<file path="src/rtl/super_pkg.sv">
// Shared pipeline types and defaults for the fetch/decode front end.
package super_pkg;

  localparam int unsigned IQ_DEPTH_DEFAULT = 4;

  // Fetched, already-decompressed instruction as carried between stages.
  typedef struct packed {
    logic [31:0] pc;
    logic [31:0] instr;
    logic        is_compressed;
    logic        fetch_err;
  } ir_reg_t;

endpackage

</file>
<file path="src/rtl/ds_instr_queue.sv">
// Dual-issue in-order instruction queue between fetch and decode.
// Ready and valid come only from the registered occupancy, so decode never loops back into fetch.
module ds_instr_queue
  import super_pkg::*;
#(
  parameter int unsigned DEPTH = IQ_DEPTH_DEFAULT
) (
  input  logic       clk_i,
  input  logic       rst_ni,
  input  logic       flush_i,
  input  logic [1:0] if_valid_i,
  input  ir_reg_t    if_instr0_i,
  input  ir_reg_t    if_instr1_i,
  output logic [1:0] ds_rdy_o,
  output logic [1:0] id_valid_o,
  output ir_reg_t    id_instr0_o,
  output ir_reg_t    id_instr1_o,
  input  logic [1:0] id_accept_i,
  output logic       empty_o
);

  localparam int unsigned PW = $clog2(DEPTH);
  localparam int unsigned CW = PW + 1;

  ir_reg_t mem [DEPTH];

  logic [PW-1:0] wptr_q, wptr_d;
  logic [PW-1:0] rptr_q, rptr_d;
  logic [CW-1:0] cnt_q, cnt_d;
  logic [PW-1:0] wptr_p1, rptr_p1;
  logic          push0, push1;
  logic [CW-1:0] push_cnt, pop_cnt;

  assign wptr_p1 = wptr_q + 1'b1;
  assign rptr_p1 = rptr_q + 1'b1;

  assign ds_rdy_o[0]   = (cnt_q <= CW'(DEPTH - 1));
  assign ds_rdy_o[1]   = (cnt_q <= CW'(DEPTH - 2));
  assign id_valid_o[0] = (cnt_q >= CW'(1));
  assign id_valid_o[1] = (cnt_q >= CW'(2));
  assign empty_o       = (cnt_q == '0);

  assign id_instr0_o = mem[rptr_q];
  assign id_instr1_o = mem[rptr_p1];

  // Slot 1 rides only behind slot 0 so fetch keeps program order.
  assign push0    = if_valid_i[0] & ds_rdy_o[0];
  assign push1    = if_valid_i[1] & ds_rdy_o[1] & push0;
  assign push_cnt = CW'(push0) + CW'(push1);
  assign pop_cnt  = CW'(id_accept_i[0]) + CW'(id_accept_i[1]);

  always_comb begin
    wptr_d = wptr_q;
    rptr_d = rptr_q;
    cnt_d  = cnt_q;
    if (flush_i) begin
      wptr_d = '0;
      rptr_d = '0;
      cnt_d  = '0;
    end else begin
      wptr_d = wptr_q + PW'(push_cnt);
      rptr_d = rptr_q + PW'(pop_cnt);
      cnt_d  = cnt_q + push_cnt - pop_cnt;
    end
  end

  always_ff @(posedge clk_i or negedge rst_ni) begin
    if (!rst_ni) begin
      wptr_q <= '0;
      rptr_q <= '0;
      cnt_q  <= '0;
    end else begin
      wptr_q <= wptr_d;
      rptr_q <= rptr_d;
      cnt_q  <= cnt_d;
    end
  end

  // Storage is deliberately left unreset; valid bits gate its visibility.
  always_ff @(posedge clk_i) begin
    if (!flush_i) begin
      if (push0) mem[wptr_q]  <= if_instr0_i;
      if (push1) mem[wptr_p1] <= if_instr1_i;
    end
  end

`ifndef SYNTHESIS
  a_if_valid_legal: assert property (@(posedge clk_i) disable iff (!rst_ni)
    if_valid_i != 2'b10)
    else $error("ds_instr_queue: illegal if_valid_i=10");

  a_accept_legal: assert property (@(posedge clk_i) disable iff (!rst_ni)
    id_accept_i != 2'b10)
    else $error("ds_instr_queue: illegal id_accept_i=10");

  a_accept_within_cnt: assert property (@(posedge clk_i) disable iff (!rst_ni)
    pop_cnt <= cnt_q)
    else $error("ds_instr_queue: accepted more entries than held");
`endif

endmodule

</file>
<file path="config.mk">
export PLATFORM = sky130hd
export DESIGN_NAME = ds_instr_queue
export DESIGN_NICKNAME = d
export VERILOG_FILES = /design/src/rtl/super_pkg.sv /design/src/rtl/ds_instr_queue.sv
export SDC_FILE = /design/constraint.sdc
export NUM_CORES = 1
export LEC_CHECK = 0
export CORE_UTILIZATION = 35
export CTS_CLUSTER_DIAMETER = 60
export DETAILED_ROUTE_END_ITERATION = 10
export GPL_ROUTABILITY_DRIVEN = 0
export HOLD_SLACK_MARGIN = 0.15
export SLEW_MARGIN = 5
export SYNTH_ARGS = -nofsm -noshare
export SYNTH_HDL_FRONTEND = slang
export SYNTH_SLANG_ARGS = --single-unit
</file>
<file path="constraint.sdc">
create_clock -name clk_i -period 6.24 [get_ports clk_i]
set_clock_uncertainty 0.15 [all_clocks]
set_input_delay 1.248 -clock clk_i [delete_from_list [all_inputs] [get_ports clk_i]]
set_output_delay 1.248 -clock clk_i [all_outputs]
set_load 0.02 [all_outputs]
</file>
==> metrics <==
Final nets 1191; DR vias 8636; Post-CTS Setup Bufs 0; DP Cell Count 1541; M3 GR Usage 3.89%; vias in the first global route 9021; Worst-Skew Late Latency 510 ps; RSZ-0062 raised after global routing false; overall routed net length 38.0 mm; Post-Synthesis Cells 777; min Tclk post-route 4440 ps; ANT nets after route 0; GR Util met1 22.9%; # clock sinks 271; first drt pass iteration count 4; Finished Layout Cells 1602; initial antenna violation count 4; PwrDens 307 nW/um^2; part of the Yosys area used for sequential elements 54.8%; total CTS buffers 34; Clock Tree Buf Depth 3; EDFF count, synth 264; Crit Path Class flip-flop to primary output; Cell variety after synth 29; Resize count post-CTS 0; DP Area 18200 sq um; mapped cell area 14800 sq um; Routed wire per std cell 23.7 um; crit start category flip-flop; Initial Util 35.8%; IO Pins 276; Die Width 208 um; arrival time at the worst endpoint 3050 ps; GR Overflow Total 0; YS warnings 0; IO buf count 275; final worst path period share 71.2%; setup violators final 0; core area 41300 sq um; # DRC 0; share of layout cells above drive strength 1 43.9%; Area growth syn-to-layout 30.0%; leakage 6.30 nW; Fin. Hold Viols 0; hpwl dp 24.0 mm; max capacitance violation total 0; post-route cell area 19200 sq um; max-slew violations 0; Slew @ Worst Pin 1150 ps; cts hold-fix bufs 0; Post-Syn Nets 923; Via density 5.39; Die Area 43100 sq um; CTS tree done; post-synthesis register bit count 271; Worst EP required 4840 ps; root buffer cell clkbuf_16; total track usage 17.4%; Max Freq 0.225 GHz; syn avg cell area 19.0 sq um; Die Ht 208 um; first-pass GRT wire length 56.7 mm; Top FF cell, synth edfxtp_1; VDD IR max 0.151 mV; busiest layer in global routing met2; largest fanout on the critical path 66; status finished clean; Hold Crit Class flip-flop to flip-flop; Initial DRC Count 488; floorplan row count 74; largest net degree at the start of global routing 69; CTS clk-pin slew, worst paths 50 ps; Max H-tree Level 2; met2 Usage GRT 29.3%; crit path capture type primary output; Rel. slew slack 23.2%; setup total negative slack 0 ps; FFs w/ async S/R, synth 2.58%
==> synth_stat cells, types with 5 or more instances <==
| library cell | n | share of area [%] |
|---|---|---|
| edfxtp_1 | 264 | 54 |
| mux2_2 | 235 | 18 |
| mux4_2 | 132 | 20 |
| mux2_4 | 29 | 2.9 |
| buf_1 | 21 | 0.53 |
| clkbuf_1 | 18 | 0.46 |
| buf_2 | 17 | 0.57 |
| inv_1 | 8 | 0.20 |
| dfrtp_1 | 7 | 1.2 |
| nor2_1 | 6 | 0.15 |
| buf_6 | 5 | 0.38 |
| ha_1 | 5 | 0.42 |
==> path summary, 6_finish.rpt <==
path                                 from              end  slack, ps  cells past startpoint
worst max-delay path            rptr_q[1]  id_instr1_o[13]       1800                      3
worst min-delay path            wptr_q[1]        wptr_q[1]        540                      3
worst max register to register   cnt_q[2]       mem[2][54]       3050                      4
worst min register to register  wptr_q[1]        wptr_q[1]        540                      3
max in group asynchronous          rst_ni        rptr_q[1]       4770                      1
min in group asynchronous          rst_ni        rptr_q[0]        870                      1
==> sequential cells by signal, indices dropped and copies added, names as in the netlist <==
name	count
mem	264
rptr_q	2
wptr_q	2
cnt_q	3
==> layout by cell type (no fill, tap or decap), types with 2 or more instances in the layout <==
| master | synthesis | routed |
|---|---|---|
| or4_4 | 0 | 2 |
| nor2_4 | 0 | 2 |
| ha_1 | 5 | 5 |
| clkbuf_16 | 0 | 37 |
| xor2_1 | 2 | 2 |
| dfrtp_4 | 0 | 2 |
| nor2_1 | 6 | 4 |
| edfxtp_1 | 264 | 264 |
| clkinv_1 | 0 | 8 |
| o21ai_4 | 0 | 2 |
| fa_1 | 2 | 2 |
| bufinv_16 | 0 | 2 |
| mux4_2 | 132 | 132 |
| inv_1 | 8 | 8 |
| nand2_1 | 2 | 2 |
| clkdlybuf4s50_1 | 0 | 275 |
| nor2b_1 | 4 | 4 |
| buf_12 | 0 | 3 |
| clkbuf_1 | 18 | 10 |
| a21oi_1 | 3 | 3 |
| buf_4 | 0 | 15 |
| mux2_2 | 235 | 235 |
| nor4_2 | 0 | 2 |
| xnor2_1 | 3 | 3 |
| dfrtp_1 | 7 | 5 |
| clkinv_2 | 0 | 2 |
| mux2_4 | 29 | 29 |
==> per-layer routing <==
| layer | routed length (um) | share of wire [%] | up-vias |
|---|---|---|---|
| li1 | - | - | 3814 |
| met1 | 16100 | 42 | 4511 |
| met2 | 18700 | 49 | 265 |
| met3 | 2530 | 6.7 | 42 |
| met4 | 654 | 1.7 | 4 |
| met5 | 25 | 0.066 | - |
==> area by class of cell <==
type / count / area (sq um)
Antenna cell: 1 / 2.50
Clock buffer: 47 / 963
Clock inverter: 13 / 109
Fill cell: 3554 / 22100
Inverter: 8 / 30.0
Multi-Input combinational cell: 437 / 6430
Sequential cell: 271 / 8110
Tap cell: 532 / 666
Timing Repair Buffer: 293 / 2930
==> metrics by stage <==
stage | power [mW] | setup slack [ps] | utilization (%) | hold WS (ps)
5_1_grt | 6.14 | 1700 | 46.6 | 619
2_1_floorplan | 3.29 | 858 | - | 433
4_1_cts | 5.99 | 1730 | 46.6 | 542
3_5_place_dp | 4.07 | 1680 | 44.0 | 534
3_3_place_gp | 4.05 | 1700 | 44.0 | 517
6_report | 5.90 | 1800 | 46.6 | 538
==> power breakdown <==
group	total (mW)	switching, mW	internal (mW)	leakage [nW]
clock network	1.90	0.739	1.16	0.521
registers	2.27	0.110	2.16	2.49
logic	1.73	0.825	0.909	3.29
total	5.90	1.67	4.23	6.30
==> critical path, stage by stage, from the launching register on <==
cell and delay [ps]:
dfrtp_4 1030, buf_4 470, mux4_2 380, clkdlybuf4s50_1 560
==> cell families after synthesis <==
group	synth area share, %
buf+inv	2.15
compound gates	0.287
mux	40.9
simple gates	0.896
flops	54.8
xor+xnor	0.296
fa+ha+maj	0.693
No activity file was read; power rests on OpenSTA's default activity.
